<file path="config.mk">
export PLATFORM = sky130hd
export DESIGN_NAME = speech_frame_sched
export DESIGN_NICKNAME = d
export VERILOG_FILES = /design/src/rtl/speech_frame_sched.sv
export SDC_FILE = /design/constraint.sdc
export NUM_CORES = 1
export LEC_CHECK = 0
export ABC_CLOCK_PERIOD_IN_PS = 4300
export BUFFER_PORTS_ARGS = -buffer_cell sky130_fd_sc_hd__buf_2
export CAP_MARGIN = 15
export CORE_MARGIN = 5
export CORE_UTILIZATION = 45
export CTS_CLUSTER_SIZE = 8
export DETAILED_ROUTE_END_ITERATION = 6
export HOLD_SLACK_MARGIN = 0.08
export MAX_ROUTING_LAYER = met4
export PLACE_DENSITY_LB_ADDON = 0.2
export SLEW_MARGIN = 20
export SYNTH_ARGS = -nofsm -noshare
export SYNTH_HDL_FRONTEND = slang
export SYNTH_SLANG_ARGS = --single-unit
</file>
<file path="constraint.sdc">
create_clock -name clk -period 4.3 [get_ports clk]
set_clock_uncertainty 0.05 [all_clocks]
set_input_delay 0.43 -clock clk [delete_from_list [all_inputs] [get_ports clk]]
set_output_delay 0.43 -clock clk [all_outputs]
set_load 0.01 [all_outputs]
</file>
<file path="src/rtl/speech_frame_sched.sv">
// Frame scheduler: reads the byte-wide speech RAM as overlapping frames of
// 16-bit little-endian samples and streams them to the front-end core.
module speech_frame_sched #(
  parameter int ADDR_W      = 16,
  parameter int BASE_ADDR   = 0,
  parameter int FRAME_LEN   = 80,
  parameter int FRAME_SHIFT = 40,
  parameter int MAX_FRAMES  = 64
) (
  input  logic              clk,
  input  logic              reset,
  input  logic              start,
  input  logic [15:0]       num_samples,
  output logic [ADDR_W-1:0] ram_addr,
  output logic              ram_rd,
  input  logic [7:0]        ram_datain,
  output logic [15:0]       sample,
  output logic              sample_valid,
  output logic              frame_start,
  output logic              frame_end,
  input  logic              fe_done,
  output logic [7:0]        frame_idx,
  output logic              busy,
  output logic              done,
  output logic              overflow
);

  typedef enum logic [2:0] {
    S_IDLE, S_RD_LO, S_RD_HI, S_DRAIN, S_WAIT_FE, S_FIN
  } state_t;

  state_t      state_q, state_d;
  logic [15:0] num_q;
  logic [16:0] fb_q;
  logic [15:0] i_q;
  logic [7:0]  frame_idx_q;
  logic        overflow_q;
  logic        pad_q, pend_q, first_q, last_q;
  logic [7:0]  lo_q;
  logic [15:0] sample_q;
  logic        sample_valid_q, frame_start_q, frame_end_q;

  logic [17:0]       n;
  logic [17:0]       fb_next;
  logic              rd_ok;
  logic              last_i;
  logic              end_ok, end_cap, adv_frame;
  logic [ADDR_W-1:0] addr_lo;

  assign n       = {1'b0, fb_q} + {2'b00, i_q};
  assign fb_next = {1'b0, fb_q} + 18'(FRAME_SHIFT);
  assign rd_ok   = n < {2'b00, num_q};
  assign last_i  = (i_q == 16'(FRAME_LEN - 1));
  assign addr_lo = ADDR_W'(BASE_ADDR) + ADDR_W'({n, 1'b0});

  always_ff @(posedge clk) begin
    if (!reset) state_q <= S_IDLE;
    else        state_q <= state_d;
  end

  always_comb begin
    state_d   = state_q;
    ram_rd    = 1'b0;
    ram_addr  = '0;
    end_ok    = 1'b0;
    end_cap   = 1'b0;
    adv_frame = 1'b0;
    case (state_q)
      S_IDLE: begin
        if (start) state_d = (num_samples == 16'd0) ? S_FIN : S_RD_LO;
      end
      S_RD_LO: begin
        ram_rd   = rd_ok;
        ram_addr = rd_ok ? addr_lo : '0;
        state_d  = S_RD_HI;
      end
      S_RD_HI: begin
        ram_rd   = rd_ok;
        ram_addr = rd_ok ? addr_lo + ADDR_W'(1) : '0;
        state_d  = last_i ? S_DRAIN : S_RD_LO;
      end
      S_DRAIN: state_d = S_WAIT_FE;
      S_WAIT_FE: begin
        if (fe_done) begin
          if (fb_next >= {2'b00, num_q}) begin
            end_ok  = 1'b1;
            state_d = S_FIN;
          end else if (9'(frame_idx_q) + 9'd1 == 9'(MAX_FRAMES)) begin
            end_cap = 1'b1;
            state_d = S_FIN;
          end else begin
            adv_frame = 1'b1;
            state_d   = S_RD_LO;
          end
        end
      end
      S_FIN:   state_d = S_IDLE;
      default: state_d = S_IDLE;
    endcase
  end

  // High byte of a sample arrives in the cycle after its RD_HI read, i.e.
  // during the next RD_LO or DRAIN; pend_q marks that a sample is in flight.
  always_ff @(posedge clk) begin
    if (!reset) begin
      num_q          <= '0;
      fb_q           <= '0;
      i_q            <= '0;
      frame_idx_q    <= '0;
      overflow_q     <= 1'b0;
      pad_q          <= 1'b0;
      pend_q         <= 1'b0;
      first_q        <= 1'b0;
      last_q         <= 1'b0;
      lo_q           <= '0;
      sample_q       <= '0;
      sample_valid_q <= 1'b0;
      frame_start_q  <= 1'b0;
      frame_end_q    <= 1'b0;
    end else begin
      sample_valid_q <= 1'b0;
      frame_start_q  <= 1'b0;
      frame_end_q    <= 1'b0;
      case (state_q)
        S_IDLE: begin
          if (start) begin
            num_q       <= num_samples;
            fb_q        <= '0;
            i_q         <= '0;
            frame_idx_q <= '0;
            overflow_q  <= 1'b0;
            pend_q      <= 1'b0;
          end
        end
        S_RD_LO: begin
          if (pend_q) begin
            sample_q       <= {pad_q ? 8'h00 : ram_datain, lo_q};
            sample_valid_q <= 1'b1;
            frame_start_q  <= first_q;
            frame_end_q    <= last_q;
          end
          pend_q <= 1'b0;
          pad_q  <= !rd_ok;
        end
        S_RD_HI: begin
          lo_q    <= pad_q ? 8'h00 : ram_datain;
          pend_q  <= 1'b1;
          first_q <= (i_q == 16'd0);
          last_q  <= last_i;
          if (!last_i) i_q <= i_q + 16'd1;
        end
        S_DRAIN: begin
          sample_q       <= {pad_q ? 8'h00 : ram_datain, lo_q};
          sample_valid_q <= 1'b1;
          frame_start_q  <= first_q;
          frame_end_q    <= last_q;
          pend_q         <= 1'b0;
        end
        S_WAIT_FE: begin
          if (end_ok)  overflow_q <= 1'b0;
          if (end_cap) overflow_q <= 1'b1;
          if (adv_frame) begin
            fb_q        <= fb_next[16:0];
            i_q         <= '0;
            frame_idx_q <= frame_idx_q + 8'd1;
          end
        end
        default: ;
      endcase
    end
  end

  assign sample       = sample_q;
  assign sample_valid = sample_valid_q;
  assign frame_start  = frame_start_q;
  assign frame_end    = frame_end_q;
  assign frame_idx    = frame_idx_q;
  assign overflow     = overflow_q;
  assign busy         = (state_q != S_IDLE);
  assign done         = (state_q == S_FIN);

endmodule

</file>
==> metrics.cfg, run 1 <==
[cells_and_area]
instances_no_fill = 907
layout.filler_cells = 1126
diodes = 0
syn_to_final_growth_pct = 20.85
final_cell_mix = nand2_1 (108), dfxtp_1 (87), buf_2 (74)
nNetsFinal = 830
multiInputGateArea_mm2 = 0.003478
drive_above_1_share = 0.2224
layout_commonest_cell = nand2_1
layout.area.seq_mm2 = 0.001784

[sta]
finalCriticalPeriod_ps = 4546
max_freq_mhz = 220.0
rsz0062_at_grt = yes
timing.final.ws_setup_ps = -245.8
whs_ps = 279.8
tightestPinTransition_ps = 788.2
hold_viol_final = 0
finalSetupViolations = 17
post-route-period-util = 1.057
slew_violations = 0
relSlewSlack = 0.4745

[drt]
first_pass_iters = 5
drt_drc_violations_left = 0
via_count = 5164
wirelength_mm = 14.85
post_drt_wl_per_cell_um = 16.37
drt-vias-per-instance = 5.693
drt_iter0_markers = 409
ant_nets = 0

[placed_design]
preCtsSetupSlack_ps = -150.1
portBuffers = 74
dp.cells = 885
hpwl_mm = 11.21
gp_congestion = 0.9128

[hold_path]
whs_path_depth = 3
hold_start = num_samples[6]
hp-class = input port to flop
hold_end = num_q[6]$_SDFFE_PN0P_

[worst_setup_path]
cp.required_ps = 3820
critPathKind = flop to output port
rr_worst_depth = 15
start_kind = flop
cp_top_family = compound AO/OA/AOI/OAI gates
critPathSlowestCell = a2111oi_4
crit_fanout = 6
r2r_end = i_q[11]$_SDFFE_PN0P_
r2r_slack_ps = 170
path_cells = ha_4 > a21oi_4 > o21bai_4 > a2111oi_4 > nor3_2 > a221o_1 > a21oi_2 > xnor2_1 > ha_1 > o21ai_1 > and2_4 > or2_2 > o22ai_2 > a21o_1 > a311o_1 > buf_6 > nor3b_2 > buf_2
cp.buffers_inverters = 2
cp-end-kind = output port
cpPeakStageDelay_ps = 380
worstPathArrival_ps = 4070
r2r_start = fb_q[3]$_SDFFE_PN0P_

[clocking]
cts_root_buf = clkbuf_16
cts_tree = built
clock_path_buffers = 2
path_clk_slew_ps = 70
clock_sinks = 89
cts_hold_buffers = 0
cts_made_buffers = 9
clkLatencyLatePin_ps = 350
cts-htree-levels = 3

[power]
ir_worst_vdd_v = 0.0002380
p_int_mw = 1.314
netSwitchingPower_mw = 0.4860
p_per_area_mw_per_mm2 = 275.2
seq_power_share = 0.476
leakage_nw = 2.831
sw_frac_of_total = 0.2700
clkPwrFrac = 0.413
comb_power_share = 0.111

[floorplan]
fp.coreArea_mm2 = 0.01191
pin_count = 75
die_w_um = 119.7
dieArea_mm2 = 0.01432
fp.dieH_um = 119.7
num_rows = 40
start_util = 0.4545

[logic_synthesis]
synth_seq_cells = 89
syn-cell-area_mm2 = 0.005414
synthCells = 666
synth-edff-count = 0
synth.distinct_cells = 63
synthesis.nets = 740
yosysTopAreaCell = dfxtp_1
yosysTopAreaCellShare = 0.3291
avgSynthCellArea_um2 = 8.129
synthArstFlopShare = 0
synth_flop_cell = dfxtp_1
ys_seq_area_frac = 0.3291
synth_area_leaders = dfxtp_1 (33%), ha_1 (11%), nand2_1 (7.5%)
ys_warn_count = 0

[global_route]
grt_pass1_vias = 5021
overflow = 0
grt_pass1_wl_mm = 24.24
grt_max_degree = 54
antenna_found_initial = 0
grt_use_total = 0.2146

[run]
cap_violations = 0

[status]
outcome = finished, violations left
violations = negative setup slack

-- worst max path at each step --
| stage | cells after the start | end | from |
|---|---|---|---|
| after floorplan | 17 | ram_addr[13] | fb_q[10]$_SDFFE_PN0P_ |
| after global placement | 18 | ram_addr[7] | fb_q[4]$_SDFFE_PN0P_ |
| after detailed placement | 18 | ram_addr[11] | fb_q[4]$_SDFFE_PN0P_ |
| after CTS | 18 | ram_addr[11] | i_q[4]$_SDFFE_PN0P_ |
| after global routing | 18 | ram_addr[5] | i_q[4]$_SDFFE_PN0P_ |
| final | 18 | ram_addr[9] | i_q[4]$_SDFFE_PN0P_ |
-- synth_stat cells (all sizes together) (2+ instances only) --
cell       n
buf       12
ha        46
a21o      11
nand2b     5
o21a       3
xor2      14
nand3     16
xnor2      9
inv       37
a21boi    41
and4       3
or3        5
nor4b      2
dfxtp     89
o41ai      2
or4       11
a211o      4
nand4      9
a221o      2
clkbuf    22
o31ai     11
or2        4
nand2    108
o21ai     24
nor3      19
and3      10
o2111ai    3
nor3b     10
o211ai     2
nor2      21
a31oi     13
nor4       9
and2       8
a22o       5
o21bai     2
mux2i      2
a21oi     45
a2111oi    2
nor2b      9
a31o       2
-- final cells by class --
class                   instances  area share
clock buffers                  10     0.03500
clock inverters                 5    0.006311
inverters                      37     0.02123
multi-input cells             506      0.5317
flip-flops and latches         89      0.2727
well taps                     147     0.02811
repair buffers                113      0.1050
-- worst reg2reg max path: cells and delay by family (launching register included) --
| family | cells | cell delay [ps] |
|---|---|---|
| compound gates | 7 | 1580 |
| simple gates | 4 | 1180 |
| fa+ha+maj | 2 | 550 |
| buf+inv | 2 | 360 |
| flops | 1 | 350 |
-- power by group through the flow --
stage / registers (mW) / logic (mW) / clock network (mW)
after floorplan: 0.870 / 0.124 / 0
after global placement: 0.875 / 0.179 / 0
after detailed placement: 0.876 / 0.185 / 0
after CTS: 0.856 / 0.197 / 0.766
after global routing: 0.859 / 0.223 / 0.795
final: 0.857 / 0.200 / 0.744
-- through the flow --
step	utilization	area [µm²]	total power, mW	setup TNS [ps]
6_report	0.5493	6543	1.800	-3577
5_1_grt	0.5493	6543	1.877	-6263
4_1_cts	0.5459	6502	1.819	-2043
3_5_place_dp	0.5096	6070	1.061	-1146
3_3_place_gp	0.5096	6070	1.054	0
2_1_floorplan	-	5414	0.9941	0
-- routing by layer --
layer  wire length (µm)  vias up  GRT usage
li1                   -     2572          -
met1               6682     2423     0.2607
met2               7064      147     0.3573
met3                823       22    0.04383
met4                277        0    0.07158
met5                  0        -          -
-- state kept, by name, summed over array words and instances (netlist names), 3 cells and up --
register   cells
frame_idx      8
sample        16
lo_q           8
state_q        3
num_q         16
fb_q          14
i_q           16
-- cell families (layout without fill, tap and decap cells) --
group                      after synthesis  after routing  synth area share
adders and majority gates               46             46            0.1063
muxes                                    3              3          0.005778
and+or+nand+nor                        253            253            0.2373
xor gates and xnor gates                23             23           0.03721
AOI/OAI and AO/OA                      181            181            0.2286
buffers and inverters                   71            165           0.05570
DFF                                     89             89            0.3291
-- timing repair --
action                                  CTS  global route
setup buffers                             6             0
endpoints found under the setup margin   17            24
cloned                                    1             0
gates resized for setup                  24             8
pin swaps                                16             1
(Power assumes the default switching activity.)
==> run 2: changes to the inputs <==
--- a/config.mk
+++ b/config.mk
@@ -5,7 +5,7 @@
 export SDC_FILE = /design/constraint.sdc
 export NUM_CORES = 1
 export LEC_CHECK = 0
-export ABC_CLOCK_PERIOD_IN_PS = 4300
+export ABC_CLOCK_PERIOD_IN_PS = 5510
 export BUFFER_PORTS_ARGS = -buffer_cell sky130_fd_sc_hd__buf_2
 export CAP_MARGIN = 15
 export CORE_MARGIN = 5
==> constraint.sdc (replaced) <==
create_clock -name clk -period 5.51 [get_ports clk]
set_clock_uncertainty 0.05 [all_clocks]
set_input_delay 0.551 -clock clk [delete_from_list [all_inputs] [get_ports clk]]
set_output_delay 0.551 -clock clk [all_outputs]
set_load 0.01 [all_outputs]
==> metrics.cfg, run 2 (synthesis gave the netlist of run 1 again) <==
[floorplan]
fp.dieH_um = 119.7  ; unchanged
start_util = 0.4545  ; unchanged
dieArea_mm2 = 0.01432  ; unchanged
num_rows = 40  ; unchanged
pin_count = 75  ; unchanged
die_w_um = 119.7  ; unchanged
fp.coreArea_mm2 = 0.01191  ; unchanged

[cells_and_area]
layout.filler_cells = 1167  ; +3.6%
instances_no_fill = 873  ; -3.7%
multiInputGateArea_mm2 = 0.003349  ; -3.7%
nNetsFinal = 794  ; -4.3%
drive_above_1_share = 0.1572  ; -0.06513
syn_to_final_growth_pct = 13.33
layout_commonest_cell = nand2_1
final_area_mm2 = 0.006136  ; -6.2%
layout.area.seq_mm2 = 0.001782  ; -0.14%
final_cell_mix = nand2_1 (108), dfxtp_1 (89), buf_2 (74)

[worst_setup_path]
r2r_start = fb_q[4]$_SDFFE_PN0P_
cp.required_ps = 4910  ; +1090 ps
r2r_slack_ps = 1180  ; +1010 ps
cp-startpoint = i_q[4]$_SDFFE_PN0P_
critPathKind = flop to output port
crit_fanout = 17  ; +11
start_kind = flop
endpoint = ram_addr[5]
rr_worst_depth = 14  ; -1
worstPathArrival_ps = 4580  ; +510 ps
cp-end-kind = output port
r2r_end = i_q[9]$_SDFFE_PN0P_

[global_route]
grt_max_degree = 54  ; unchanged
grt_pass1_wl_mm = 23.15  ; -4.5%
grt_use_total = 0.2043  ; -0.01035
grt_pass1_vias = 4683  ; -6.7%
antenna_found_initial = 1  ; +1
overflow = 0  ; unchanged

[clocking]
clkLatencyLatePin_ps = 350  ; about the same
cts_root_buf = clkbuf_16
clock_path_buffers = 2  ; unchanged
cts_made_buffers = 9  ; unchanged
path_clk_slew_ps = 70  ; about the same
cts-htree-levels = 3  ; unchanged
cts_tree = built
clock_sinks = 89  ; unchanged
postCtsSetupRepairBufs = 0  ; -6

[status]
outcome = finished clean

[placed_design]
gp_congestion = 0.8954  ; -1.9%
dp.cells = 856  ; -3.3%
hpwl_mm = 10.72  ; -4.4%
postPlaceCellArea_mm2 = 0.005839  ; -3.8%
portBuffers = 74  ; unchanged

[run]
cap_violations = 0  ; unchanged

[power]
total_power_mw = 1.410  ; -22%
p_per_area_mw_per_mm2 = 229.7  ; -17%
ir_worst_vdd_v = 0.0001706  ; -28%
leakage_nw = 2.634  ; -7.0%

[hold_path]
hp-class = input port to flop
whs_path_depth = 3  ; unchanged

[sta]
max_freq_mhz = 192.9
hold_viol_final = 0  ; unchanged
totalNegativeSetupSlack_ps = 0  ; +3577 ps
slew_violations = 0  ; unchanged
relSlewSlack = 0.3434  ; -0.1312
finalSetupViolations = 0  ; -17
post-route-period-util = 0.9406
finalCriticalPeriod_ps = 5183
whs_ps = 404.9  ; +125.1 ps
tightestPinTransition_ps = 976.6  ; +188.4 ps
rsz0062_at_grt = no

[drt]
drt-vias-per-instance = 5.690  ; about the same
drt_drc_violations_left = 0  ; unchanged
post_drt_wl_per_cell_um = 16.27  ; -0.63%
first_pass_iters = 5  ; unchanged
wirelength_mm = 14.20  ; -4.4%
via_count = 4967  ; -3.8%
ant_nets = 0  ; unchanged
drt_iter0_markers = 428  ; +4.6%

[run 2: metrics by stage]
step | setup slack [ps] | utilization
2_1_floorplan | 1142 | -
3_3_place_gp | 816.9 | 0.4902
3_5_place_dp | 601.3 | 0.4902
4_1_cts | 226.6 | 0.5143
5_1_grt | 41.08 | 0.5151
6_report | 327.1 | 0.5151
[run 2: cell type report]
cell class                      count  share of cell area
Clock buffer                       10             0.03895
Multi-Input combinational cell    506              0.5459
Antenna cell                        1           0.0004078
Clock inverter                      6            0.007749
Timing Repair Buffer               77             0.06403
Inverter                           37             0.02263
Sequential cell                    89              0.2904
Tap cell                          147             0.02998
[run 2: worst min path at each step]
stage          slack (ps)                      to                   start
2_1_floorplan         390  num_q[13]$_SDFFE_PN0P_  num_q[13]$_SDFFE_PN0P_
3_3_place_gp          400  num_q[14]$_SDFFE_PN0P_  num_q[14]$_SDFFE_PN0P_
3_5_place_dp          400     last_q$_SDFFE_PN0P_     last_q$_SDFFE_PN0P_
4_1_cts               400  num_q[14]$_SDFFE_PN0P_         num_samples[14]
5_1_grt               410  num_q[14]$_SDFFE_PN0P_         num_samples[14]
6_report              400   num_q[3]$_SDFFE_PN0P_          num_samples[3]
[run 2: what timing repair did]
item,4_1_cts,5_1_grt
gates resized for setup,0,1
hold buffers,0,0
endpoints found under the setup margin,0,16
[run 2: critical path: stages (launching register included)]
cell       delay (ps)
dfxtp_1           430
ha_1              300
a21oi_2           190
o21bai_1          140
a2111oi_2         380
nor3_1            160
a221o_1           390
a21oi_1           190
xnor2_1            90
ha_1              180
nor3_1            240
and2_1            200
or2_2             110
o22ai_1            60
a21o_1            180
a311o_2           530
nor3b_1           270
buf_2             180
[run 2: where the power goes]
group	internal, mW	switching [mW]	total, mW
Sequential	0.657	0.0120	0.669
Combinational	0.0494	0.0881	0.138
Clock	0.324	0.280	0.604
Total	1.03	0.380	1.41
[run 2: layer usage]
layer  vias to the layer above  share of wire  routed length (µm)  GRT usage
li1                       2498              -                   -          -
met1                      2327           0.45                6395     0.2517
met2                       120           0.48                6818     0.3337
met3                        22          0.053                 746    0.05137
met4                         0          0.017                 240    0.05798
met5                         -              0                   0          -
==> run 3: changes to the inputs <==
--- a/config.mk
+++ b/config.mk
@@ -5,6 +5,7 @@
 export SDC_FILE = /design/constraint.sdc
 export NUM_CORES = 1
 export LEC_CHECK = 0
+export ABC_AREA = 1
 export ABC_CLOCK_PERIOD_IN_PS = 5510
 export BUFFER_PORTS_ARGS = -buffer_cell sky130_fd_sc_hd__buf_2
 export CAP_MARGIN = 15
==> metrics.cfg, run 3 <==
[drt]
drt-vias-per-instance = 5.040  ; -11%
drt_iter0_markers = 333  ; -22%
wirelength_mm = 15.55  ; +9.5%
first_pass_iters = 5  ; unchanged
post_drt_wl_per_cell_um = 13.86  ; -15%
via_count = 5655  ; +14%
ant_nets = 0  ; unchanged
drt_drc_violations_left = 0  ; unchanged

[global_route]
grt_pass1_wl_mm = 25.44  ; +9.9%
antenna_found_initial = 0  ; -1
overflow = 0  ; unchanged
grt_pass1_vias = 5102  ; +8.9%
grt_use_total = 0.2159  ; +0.01159
grt_max_degree = 56  ; +3.7%

[logic_synthesis]
ys_seq_area_frac = 0.3044  ; -0.02469
synth_most_common_cell = nand2_1
synthArstFlopShare = 0  ; unchanged
synthCells = 887  ; +33%
synth_flop_cell = dfxtp_1
synth.distinct_cells = 40  ; -37%
synth_seq_cells = 89  ; unchanged
syn-cell-area_mm2 = 0.005853  ; +8.1%
synth-edff-count = 0  ; unchanged
ys_warn_count = 0  ; unchanged
synthesis.nets = 961  ; +30%
netlist_top_cells_count = nand2_1 (198), inv_1 (119), nor2_1 (99), a21oi_1 (90), dfxtp_1 (89)
avgSynthCellArea_um2 = 6.599  ; -19%
synth_area_leaders = dfxtp_1 (30%), nand2_1 (13%), ha_1 (9.8%)
yosysTopAreaCellShare = 0.3044  ; -0.02469
yosysTopAreaCell = dfxtp_1

[clocking]
cts-htree-levels = 3  ; unchanged
cts_root_buf = clkbuf_16
cts_tree = built
path_clk_slew_ps = 70  ; about the same
cts_made_buffers = 9  ; unchanged
postCtsSetupRepairBufs = 0  ; unchanged
ctsResizeCount = 0  ; unchanged
clock_path_buffers = 2  ; unchanged
cts_hold_buffers = 0  ; unchanged
clkLatencyLatePin_ps = 350  ; about the same
clock_sinks = 89  ; unchanged

[floorplan]
num_rows = 41  ; +2.5%
dieArea_mm2 = 0.01539  ; +7.4%
die_w_um = 124.0  ; +3.6%
pin_count = 75  ; unchanged
fp.coreArea_mm2 = 0.01267  ; +6.4%
start_util = 0.4619  ; +0.007417
fp.dieH_um = 124.0  ; +3.6%

[placed_design]
portBuffers = 74  ; unchanged
gp_congestion = 0.9650  ; +7.8%
postPlaceCellArea_mm2 = 0.006306  ; +8.0%
hpwl_mm = 11.67  ; +8.9%
preCtsSetupSlack_ps = 1199  ; +597.2 ps
dp.cells = 1106  ; +29%

[power]
leakage_nw = 3.142  ; +19%
sw_frac_of_total = 0.2925  ; +0.02311
ir_worst_vdd_v = 0.0001850  ; +8.4%
p_int_mw = 1.116  ; +8.4%
seq_power_share = 0.433  ; -0.041
comb_power_share = 0.148  ; +0.050
clkPwrFrac = 0.419  ; -0.009
p_per_area_mw_per_mm2 = 238.2  ; +3.7%
netSwitchingPower_mw = 0.4617  ; +22%

[sta]
tightestPinTransition_ps = 989.5  ; +12.88 ps
relSlewSlack = 0.3394  ; -0.003985
max_freq_mhz = 213.4  ; +11%
hold_viol_final = 0  ; unchanged
totalNegativeSetupSlack_ps = 0  ; unchanged
finalSetupViolations = 0  ; unchanged
post-route-period-util = 0.8505  ; -0.09017
timing.final.ws_setup_ps = 824.0  ; +496.9 ps
finalCriticalPeriod_ps = 4686  ; -496.9 ps
slew_violations = 0  ; unchanged
rsz0062_at_grt = no

[cells_and_area]
final_area_mm2 = 0.006624  ; +8.0%
fin_util = 0.5228  ; +0.007635
syn_to_final_growth_pct = 13.17
drive_above_1_share = 0.1274  ; -0.02987
final_cell_mix = nand2_1 (198), inv_1 (119), nor2_1 (99)
diodes = 0  ; -1
layout_commonest_cell = nand2_1
nNetsFinal = 1019  ; +28%
instances_no_fill = 1122  ; +29%

[worst_setup_path]
crit_fanout = 16  ; -1
critPathKind = flop to output port
start_kind = flop
rr_worst_depth = 20  ; +6
cp.required_ps = 4910  ; about the same
cp-end-kind = output port
worstPathArrival_ps = 4090  ; -490 ps

[hold_path]
whs_path_depth = 2  ; -1
hp-class = flop to flop

[status]
outcome = finished clean

[run]
cap_violations = 0  ; unchanged

-- run 3: cell count changes after synthesis, sizes merged, moves of 41 or more --
| cell | change |
|---|---|
| nand2 | +95 |
| inv | +86 |
| nor2 | +82 |
| nand3 | +50 |
| a21oi | +48 |
| a21boi | -41 |
-- run 3: per-layer routing --
metal,part of all wire,GRT usage
met1,0.46,0.2820
met2,0.46,0.3365
met3,0.059,0.04723
met4,0.021,0.06366
met5,0,-
-- run 3: cell type report --
cell class	count	area (µm²)
multi-input cells	645	3455
flip-flops and latches	89	1782
repair buffers	77	392.9
fillers	1314	6047
well taps	172	215.2
clock buffers	10	239.0
clock inverters	6	78.83
inverters	123	461.7
-- run 3: cell families (layout without fill, tap and decap cells) --
kind of cell	Yosys count	count (layout)	share of synthesized area
AOI/OAI and AO/OA	143	143	0.1300
xor gates and xnor gates	29	29	0.04339
adders and majority gates	46	46	0.09833
buffers and inverters	153	216	0.1054
DFF	89	89	0.3044
and+or+nand+nor	427	427	0.3185
-- run 3: through the flow --
stage          hold slack (ps)  total power, mW
2_1_floorplan            374.7           0.8619
3_3_place_gp             397.8           0.9304
3_5_place_dp             394.9           0.9310
5_1_grt                  427.9            1.656
6_report                 406.1            1.578
4_1_cts                  405.6            1.591
-- run 3: critical path, cell delays in order (launching register included) --
cell and delay [ps]:
dfxtp_1 460, ha_1 350, a21oi_1 230, o21ai_0 130, nand3b_1 210, a21oi_1 180, xor2_1 190, inv_1 70
ha_1 170, a2111oi_0 570, nand3_1 140, nor2_1 210, nand2_1 440, nor2_1 240, buf_2 160
-- run 3: path summary, 6_finish.rpt --
check                            start  slack (ps)                     end
hold / removal    first_q$_SDFFE_PN0P_         410  frame_start$_SDFF_PN0_
setup / recovery   i_q[9]$_SDFFE_PN0P_         820             ram_addr[3]
hold reg to reg   first_q$_SDFFE_PN0P_         410  frame_start$_SDFF_PN0_
setup reg to reg  fb_q[3]$_SDFFE_PN0P_        1630    fb_q[5]$_SDFFE_PN0P_
-- run 3: power groups by stage --
| stage | registers, mW | clock network (mW) | logic, mW |
|---|---|---|---|
| after floorplan | 0.695 | 0 | 0.167 |
| after global placement | 0.698 | 0 | 0.232 |
| after detailed placement | 0.698 | 0 | 0.233 |
| after CTS | 0.684 | 0.673 | 0.234 |
| after global routing | 0.686 | 0.703 | 0.267 |
| final | 0.683 | 0.662 | 0.233 |
